### src/rtl/debug_pkg.sv
// Shared definitions for the debug register-dump streamer.
//
// Contents:
//   DUMP_HDR      - frame header byte
//   dump_state_t  - streamer state encoding
//   frame_len()   - number of bytes in one frame for a given register file
//
// Optional feature macro: DEBUG_DUMP_CSUM_EN (adds the XOR checksum trailer).
package debug_pkg;

    localparam logic [7:0] DUMP_HDR = 8'hA5;

`ifdef DEBUG_DUMP_CSUM_EN
    typedef enum logic [1:0] {
        ST_IDLE = 2'd0,
        ST_HDR  = 2'd1,
        ST_DATA = 2'd2,
        ST_CSUM = 2'd3
    } dump_state_t;
`else
    typedef enum logic [1:0] {
        ST_IDLE = 2'd0,
        ST_HDR  = 2'd1,
        ST_DATA = 2'd2
    } dump_state_t;
`endif

    // Header byte + payload (+ checksum trailer when enabled).
    function automatic int frame_len(input int nregs, input int xlen);
`ifdef DEBUG_DUMP_CSUM_EN
        return 2 + nregs * xlen / 8;
`else
        return 1 + nregs * xlen / 8;
`endif
    endfunction

endpackage

### src/rtl/debug_reg_dump.sv
// Debug register-dump streamer.
//
// On dump_req, snapshots the whole register file and streams it as a framed
// byte sequence: 8'hA5, then regs 0..NREGS-1 little-endian, then (optionally)
// an XOR checksum of the payload bytes.
//
// Ports:
//   clk        - sole clock, rising edge
//   rst_n      - asynchronous active-low reset
//   regs_in    - flattened register file, reg i at [i*XLEN +: XLEN]
//   dump_req   - dump request, sampled each rising edge
//   out_data   - stream byte (registered)
//   out_valid  - out_data valid (registered)
//   out_ready  - consumer ready; handshake = out_valid && out_ready
//   busy       - a frame is in progress
//   overrun    - sticky: request dropped because one was already pending
//
// Optional feature macro: DEBUG_DUMP_CSUM_EN (checksum trailer state).
module debug_reg_dump
    import debug_pkg::*;
#(
    parameter int NREGS = 32,
    parameter int XLEN  = 32
) (
    input  logic                   clk,
    input  logic                   rst_n,
    input  logic [NREGS*XLEN-1:0]  regs_in,
    input  logic                   dump_req,
    output logic [7:0]             out_data,
    output logic                   out_valid,
    input  logic                   out_ready,
    output logic                   busy,
    output logic                   overrun
);

    localparam int NBYTES = XLEN / 8;
    localparam int RW     = $clog2(NREGS);
    localparam int BW     = (NBYTES > 1) ? $clog2(NBYTES) : 1;
    localparam logic [RW-1:0] LAST_REG  = RW'(NREGS - 1);
    localparam logic [BW-1:0] LAST_BYTE = BW'(NBYTES - 1);

    dump_state_t           state, state_n;
    logic [RW-1:0]         reg_idx, reg_idx_n;
    logic [BW-1:0]         byte_idx, byte_idx_n;
    logic                  pending, pending_n;
    logic                  overrun_q, overrun_n;
    logic                  active_q;
    logic [7:0]            data_q, data_n;
    logic                  snap_en;
    logic                  frame_done;
    logic                  hs;
    logic [NREGS*XLEN-1:0] snapshot;
`ifdef DEBUG_DUMP_CSUM_EN
    logic [7:0]            csum, csum_n;
`endif

    assign hs        = active_q && out_ready;
    assign out_valid = active_q;
    assign busy      = active_q;
    assign out_data  = data_q;
    assign overrun   = overrun_q;

    always_comb begin
        // NOTE: every signal assigned here gets a default first so no path
        // leaves it unassigned, which would otherwise infer a latch.
        state_n    = state;
        reg_idx_n  = reg_idx;
        byte_idx_n = byte_idx;
        pending_n  = pending;
        overrun_n  = overrun_q;
        snap_en    = 1'b0;
        frame_done = 1'b0;
`ifdef DEBUG_DUMP_CSUM_EN
        csum_n     = csum;
`endif

        case (state)
            ST_HDR: begin
                if (hs) begin
                    state_n    = ST_DATA;
                    reg_idx_n  = '0;
                    byte_idx_n = '0;
`ifdef DEBUG_DUMP_CSUM_EN
                    csum_n     = 8'h00;
`endif
                end
            end
            ST_DATA: begin
                if (hs) begin
`ifdef DEBUG_DUMP_CSUM_EN
                    csum_n = csum ^ data_q;
`endif
                    if (byte_idx == LAST_BYTE) begin
                        byte_idx_n = '0;
                        if (reg_idx == LAST_REG) begin
`ifdef DEBUG_DUMP_CSUM_EN
                            state_n    = ST_CSUM;
`else
                            state_n    = ST_IDLE;
                            frame_done = 1'b1;
`endif
                        end else begin
                            reg_idx_n = reg_idx + RW'(1);
                        end
                    end else begin
                        byte_idx_n = byte_idx + BW'(1);
                    end
                end
            end
`ifdef DEBUG_DUMP_CSUM_EN
            ST_CSUM: begin
                if (hs) begin
                    state_n    = ST_IDLE;
                    frame_done = 1'b1;
                end
            end
`endif
            default: ;
        endcase

        // Request arbitration. A frame completing this edge behaves like IDLE,
        // so a queued or simultaneous request starts the next frame with no gap.
        if (state == ST_IDLE || frame_done) begin
            if (pending) begin
                snap_en   = 1'b1;
                state_n   = ST_HDR;
                pending_n = dump_req;
            end else if (dump_req) begin
                snap_en = 1'b1;
                state_n = ST_HDR;
            end
        end else if (dump_req) begin
            if (pending) overrun_n = 1'b1;
            else         pending_n = 1'b1;
        end

        // Output byte for the next cycle; computed from next-state values so
        // out_data is a flop with no path from out_ready within a cycle.
        case (state_n)
            ST_HDR:  data_n = DUMP_HDR;
            ST_DATA: data_n = snapshot[int'(reg_idx_n)*XLEN + int'(byte_idx_n)*8 +: 8];
`ifdef DEBUG_DUMP_CSUM_EN
            ST_CSUM: data_n = csum_n;
`endif
            default: data_n = 8'h00;
        endcase
    end

    // NOTE: sequential state uses non-blocking assignments so every flop
    // samples pre-edge values regardless of statement order.
    always_ff @(posedge clk or negedge rst_n) begin
        if (!rst_n) begin
            state     <= ST_IDLE;
            reg_idx   <= '0;
            byte_idx  <= '0;
            pending   <= 1'b0;
            overrun_q <= 1'b0;
            active_q  <= 1'b0;
            data_q    <= 8'h00;
`ifdef DEBUG_DUMP_CSUM_EN
            csum      <= 8'h00;
`endif
        end else begin
            state     <= state_n;
            reg_idx   <= reg_idx_n;
            byte_idx  <= byte_idx_n;
            pending   <= pending_n;
            overrun_q <= overrun_n;
            active_q  <= (state_n != ST_IDLE);
            data_q    <= data_n;
`ifdef DEBUG_DUMP_CSUM_EN
            csum      <= csum_n;
`endif
        end
    end

    // NOTE: the snapshot buffer is deliberately not reset; it is always
    // written before it is read, and a reset on it would only cost flops.
    always_ff @(posedge clk) begin
        if (snap_en) snapshot <= regs_in;
    end

endmodule

### config.mk
export PLATFORM = sky130hd
export DESIGN_NAME = debug_reg_dump
export DESIGN_NICKNAME = d
export VERILOG_FILES = /design/src/rtl/debug_pkg.sv /design/src/rtl/debug_reg_dump.sv
export SDC_FILE = /design/constraint.sdc
export NUM_CORES = 1
export LEC_CHECK = 0
export CAP_MARGIN = 20
export CORE_AREA = 2 2 403 405
export CTS_CLUSTER_DIAMETER = 40
export CTS_CLUSTER_SIZE = 16
export DETAILED_ROUTE_END_ITERATION = 12
export DIE_AREA = 0 0 405 407
export GPL_TIMING_DRIVEN = 1
export PLACE_DENSITY = 0.58
export SYNTH_ARGS = -nofsm -noshare
export SYNTH_HDL_FRONTEND = slang
export SYNTH_SLANG_ARGS = --single-unit
### constraint.sdc
create_clock -name clk -period 53.8 [get_ports clk]
set_input_delay 8.07 -clock clk [delete_from_list [all_inputs] [get_ports clk]]
set_output_delay 8.07 -clock clk [all_outputs]
set_load 0.05 [all_outputs]
=== Yosys cells after proc, flatten, opt, wreduce, memory -nomap -nowiden ===
Index checks and enable logic that the tools add are counted.
W data, S select, Z words.

* Flip-flop bits (word level): 1044
* Logic and storage cells: 53

* $add $sub $neg: 3
* Equal/unequal tests: 6
* Shift operators: 1
* Multiplexer cells: 28
* Bitwise operators: 1
* Reduce and logical (&&, ||, !) cells: 6

{| class="wikitable"
|+ Operator list
! cell !! number
|-
| $shiftx A1024 B12 Y8 || 1
|-
| $mux W2 || 10
|-
| $mux W5 || 4
|-
| $pmux W8 S2 || 1
|-
| $add A10 B5 Y11 || 1
|-
| $mux W1 || 10
|-
| $pmux W5 S2 || 1
|-
| $pmux W2 S2 || 2
|-
| $eq A2 B2 Y1 const B || 3
|-
| $add A5 B1 Y5 const B || 1
|-
| $eq A5 B5 Y1 const B || 1
|-
| $eq A2 B1 Y1 const B || 2
|-
| $reduce_bool A2 Y1 || 2
|-
| $reduce_and A3 Y1 || 1
|-
| $add A2 B1 Y2 const B || 1
|-
| $logic_not A2 Y1 || 1
|-
| $logic_and A1 B1 Y1 || 1
|-
| $logic_or A1 B1 Y1 || 1
|-
| $not A1 Y1 || 1
|}

=== Logic depth before layout (Yosys ltp) ===
* Word-level depth: 10
* Mapped depth: 17
* Mapped depth without buffers: 14

=== Worst setup path before layout ===
Ideal clock, no wire load.

* Kind: input to register
* Start: in dump_req
* End: reg data_q[2] (netlist: out_data[2])
* Data arrival time: 56.446 ns
* Required time: 53.713 ns
* Path slack: -2.732 ns
* Stages on the path: 10
* Cells stage by stage: nor2_1 -> nor2_1 -> a21oi_1 -> ha_1 -> nand2_1 -> nor2_1 -> o21ai_0 -> nor4_1 -> nand3_1 -> o211ai_1

* Cells in the longest elaborated chain, start to end: 5

{| class="wikitable"
|+ Ends and longest elaborated chain
! what !! RTL line !! RTL
|-
| start, declared || debug_reg_dump.sv:28 || <nowiki>input logic dump_req,</nowiki>
|-
| $mux W2 (*) || debug_reg_dump.sv:128 || <nowiki>end else if (dump_req) begin</nowiki>
|-
| $mux W2 (*) || debug_reg_dump.sv:124 || <nowiki>if (pending) begin</nowiki>
|-
| $mux W2 (*) || debug_reg_dump.sv:123 || <nowiki>if (state == ST_IDLE || frame_done) begin</nowiki>
|-
| $eq A2 B2 Y1 / $eq A2 B1 Y1 (equally long branches) || debug_reg_dump.sv:139 || <nowiki>case (state_n)</nowiki>
|-
| $pmux W8 S2 (*) || debug_reg_dump.sv:139 ||
|-
| named net data_n[2] || debug_reg_dump.sv:48 || <nowiki>logic [7:0] data_q, data_n;</nowiki>
|-
| end signal, assigned || debug_reg_dump.sv:170 || <nowiki>data_q <= data_n;</nowiki>
|-
| end, declared || debug_reg_dump.sv:48 ||
|}

Mark *: on every way through the listed nets, which the timed path passes. The rest lies on a longest branch.
A chain may end at the register's enable or synchronous reset.

=== Final worst setup path ===
* Start: in out_ready
* End: reg data_q[1] (netlist: out_data[1])

* Cells in the longest elaborated chain, start to end: 8

{| class="wikitable"
|+ Ends and longest elaborated chain
! what !! RTL line !! RTL
|-
| start, declared || debug_reg_dump.sv:31 || <nowiki>input logic out_ready,</nowiki>
|-
| $logic_and A1 B1 Y1 (*) || debug_reg_dump.sv:57 || <nowiki>assign hs = active_q && out_ready;</nowiki>
|-
| branches (longest 6 deep; another with $add A10 B5 Y11) || n/a ||
|-
| $pmux W8 S2 (*) || debug_reg_dump.sv:139 ||
|-
| named net data_n[1] || debug_reg_dump.sv:48 ||
|}

Mark *: on every way through the listed nets, which the timed path passes.

==> impl_metrics.yaml <==
detailed_routing:
  post_drt_wl_per_cell_um: 29.9
  wl_mm: 194
  route.detailed.drc: 0
  drt_pre_antenna_iters: 6
  antenna_left: 0
  first_iter_violations: 3347
  via_per_inst: 4.86
  vias: 31600
yosys:
  async_reset_ff_share_pct: 1.92
  synth-simple-area-share_pct: 14.0
  synth.area.mux_share_pct: 0.619
  synth_top_family_by_area: "simple AND/OR/NAND/NOR gates"
  ys_types: 70
  synthXorXnorAreaFrac_pct: 0
  syn_area_mm2: 0.0417
  synth-edff-count: 1024
  synth_compound_area_share_pct: 7.43
  synthAdderAreaFrac_pct: 0.264
  ys.warnings.count: 0
  ys_ff_latch: 1044
  avgSynthCellArea_um2: 13.6
  synthCells: 3063
  yosysSeqAreaShare_pct: 75.0
  syn-num-nets: 4099
  synth_flop_cell: "edfxtp_1"
clocking:
  post_cts_buffers: 0
  htreeDepth: 4
  clockRootBuffer: "clkbuf_16"
  cts_tree: "done"
  numCtsBuffers: 177
  cts_buffer_depth: 3
  ctsResizeCount: 0
  clock_sinks: 1044
  clkLatencyLatePin_ns: 0.82
  holdBufCountCts: 0
  path_clk_slew_ns: 0.05
hold_path:
  hold_start: "overrun"
  holdPathEnd: "overrun"
  min_path_type: "reg2reg"
  whs_path_depth: 1
cells_and_area:
  fillers: 15300
  stdcell_count: 6497
  drive_gt1_share_pct: 9.31
  final_cell_mix: "1,037 x clkdlybuf4s50_1, 1,024 x edfxtp_1, 807 x nand2_1"
  layout.cells.most_common: "clkdlybuf4s50_1"
  nets: 5168
  area_growth_pct: 45.7
  multi_input_area_mm2: 0.00943
  ff_latch_area_mm2: 0.0313
timing:
  worst_pin_slew_ns: 1.35
  fin_setup_tns_ns: 0
  grt_setup_unrepaired: "no"
  finalSetupViolations: 0
  finalHoldViolations: 0
  layout_setup_ws_ns: 40.44
  maxSlewViolCount: 0
  min_period_ns: 13.36
  fin_crit_sh_pct: 24.8
  final.setup_skew_ns: 0.0334
  timing.fmax_mhz: 74.9
  maxSlewHeadroom_pct: 9.69
critical_path:
  cp_slowest_stage_delay_ns: 0.67
  end_kind: "flip-flop"
  path_cells: "clkdlybuf4s50_1, a21bo_2, a21boi_1, nor2_4, inv_8, buf_12, buf_12, buf_4, a211oi_1, a31oi_1, o22ai_1, nor3_1, nor4_1, a311oi_1"
  r2r-end: "out_data[1]"
  worstSetupPathType: "in2reg"
  regToRegStartpoint: "state[0]"
  r2r_slack_ns: 47.27
  worstRegToRegCells: 15
  crit_path_start_kind: "primary input"
  cp.arrival_ns: 14.08
  critPathBufInv: 5
  critPathMaxFanout: 167
  cp.required_ns: 54.52
  cp_slowest_cell: "nor3_1"
  critPathTopFamily: "buffers and inverters"
  cp_common_cell: "buf_12"
pwr:
  totalPowerFinal_uw: 3250
  peakVddDrop_uv: 52.0
  power.leakage_uw: 0.0210
  power_density_mw_per_mm2: 53.5
global_route:
  grt_pass1_wl_mm: 254
  grt_pass1_vias: 31700
  grt_start_max_net_pins: 197
  overflow: 0
  grt.total_usage_pct: 22.6
  antenna_found_initial: 74
flow_run:
  maxCapViolCount: 0
outcome:
  status: "completed"
place:
  dp.cells: 6111
  pre_cts_ws_ns: 39.72
  place_congestion: 0.895
  port_buffers: 1038
  hpwl_mm: 142
floorplan:
  dieArea_mm2: 0.165
  coreArea_mm2: 0.160
  die_h_um: 407
  placementRows: 147
  ios: 1039
  die_width_um: 405
  start_util_pct: 26.0
==> metrics by stage <==
step | hold WS (ns) | cell area, µm² | util (%)
2_1_floorplan | 0.515 | 41700 | -
3_3_place_gp | 0.529 | 54300 | 33.9
3_5_place_dp | 0.547 | 54300 | 33.9
4_1_cts | 0.556 | 60500 | 37.8
5_1_grt | 0.574 | 60700 | 37.9
6_report | 0.547 | 60700 | 37.9
==> layout make-up <==
cell class              count  share of cell area (%)
inverters                  13                   0.117
flip-flops and latches   1044                    51.5
clock buffers             196                    7.57
diodes                     53                   0.218
multi-input cells        1807                    15.5
well taps                2160                    4.45
clock inverters           135                    2.69
repair buffers           1089                    17.9
==> Yosys cell counts, drive strengths merged (2+ instances only) <==
cell type / count / share of area [%]
clkbuf: 34 / 0.31
o41ai: 2 / 0.042
a32o: 3 / 0.072
o31ai: 3 / 0.054
nor2: 33 / 0.33
nor4: 11 / 0.17
a21boi: 4 / 0.072
a2111oi: 10 / 0.24
a221oi: 9 / 0.19
a311oi: 30 / 0.63
edfxtp: 1024 / 74
o311a: 3 / 0.072
inv: 12 / 0.12
o22ai: 29 / 0.44
nand4b: 2 / 0.042
nand3: 319 / 3.9
and3: 105 / 1.6
o211ai: 12 / 0.22
a32oi: 18 / 0.40
mux2: 6 / 0.16
nand4: 16 / 0.24
a21o: 4 / 0.072
nor3: 24 / 0.29
ha: 8 / 0.24
buf: 165 / 2.2
a311o: 4 / 0.096
a31o: 4 / 0.084
a211o: 2 / 0.042
o2111ai: 4 / 0.084
o21ai: 28 / 0.34
o311ai: 2 / 0.042
a31oi: 93 / 1.4
and4: 3 / 0.063
a21oi: 81 / 0.97
a211oi: 88 / 1.6
mux2i: 19 / 0.46
nand2: 808 / 7.3
dfrtp: 20 / 1.2
a221o: 6 / 0.14
==> logic make-up after synthesis <==
kind of cell,after synthesis
muxes,25
DFF,1044
AOI/OAI and AO/OA,446
buffers and inverters,212
and+or+nand+nor,1327
adders and majority gates,9
==> worst max path at each step <==
stage | startpoint | slack [ns] | cells after the start | endpoint
4_1_cts | out_ready | 40.59 | 14 | out_data[1]
3_3_place_gp | out_ready | 39.72 | 14 | out_data[1]
3_5_place_dp | out_ready | 39.72 | 14 | out_data[1]
5_1_grt | out_ready | 40.29 | 14 | out_data[1]
2_1_floorplan | out_ready | 15.79 | 12 | out_data[2]
6_report | out_ready | 40.44 | 14 | out_data[1]
==> flip-flops by register name, summed over array words and instances (netlist names) <==
register  count
out_data      8
pending       1
overrun       1
reg_idx       5
busy          1
byte_idx      2
snapshot   1024
state         2
==> worst register-to-register path: stages, from the launching register on <==
cell,delay [ns]
dfrtp_1,0.39
inv_1,0.10
ha_1,0.45
nor3b_1,0.49
a32o_1,0.29
nor2_4,0.07
inv_8,0.43
buf_12,0.46
buf_12,0.79
buf_4,1.08
a211oi_1,0.19
a31oi_1,0.24
o22ai_1,0.32
nor3_1,0.68
nor4_1,0.24
a311oi_1,0.24
==> report_power, final <==
part | total, µW | leakage, µW | switching (µW) | internal, µW
registers | 1360 | 0.00997 | 93.9 | 1260
logic | 719 | 0.00808 | 512 | 207
clock network | 1170 | 0.00300 | 447 | 726
total | 3250 | 0.0210 | 1050 | 2200
==> per-layer routing <==
metal	vias to the layer above	global-route usage (%)	part of all wire [%]
li1	13900	-	-
met1	15800	27.5	39
met2	1533	39.0	50
met3	314	5.29	7.2
met4	30	8.31	3.0
met5	-	0	0.10
(Power assumes the default switching activity.)
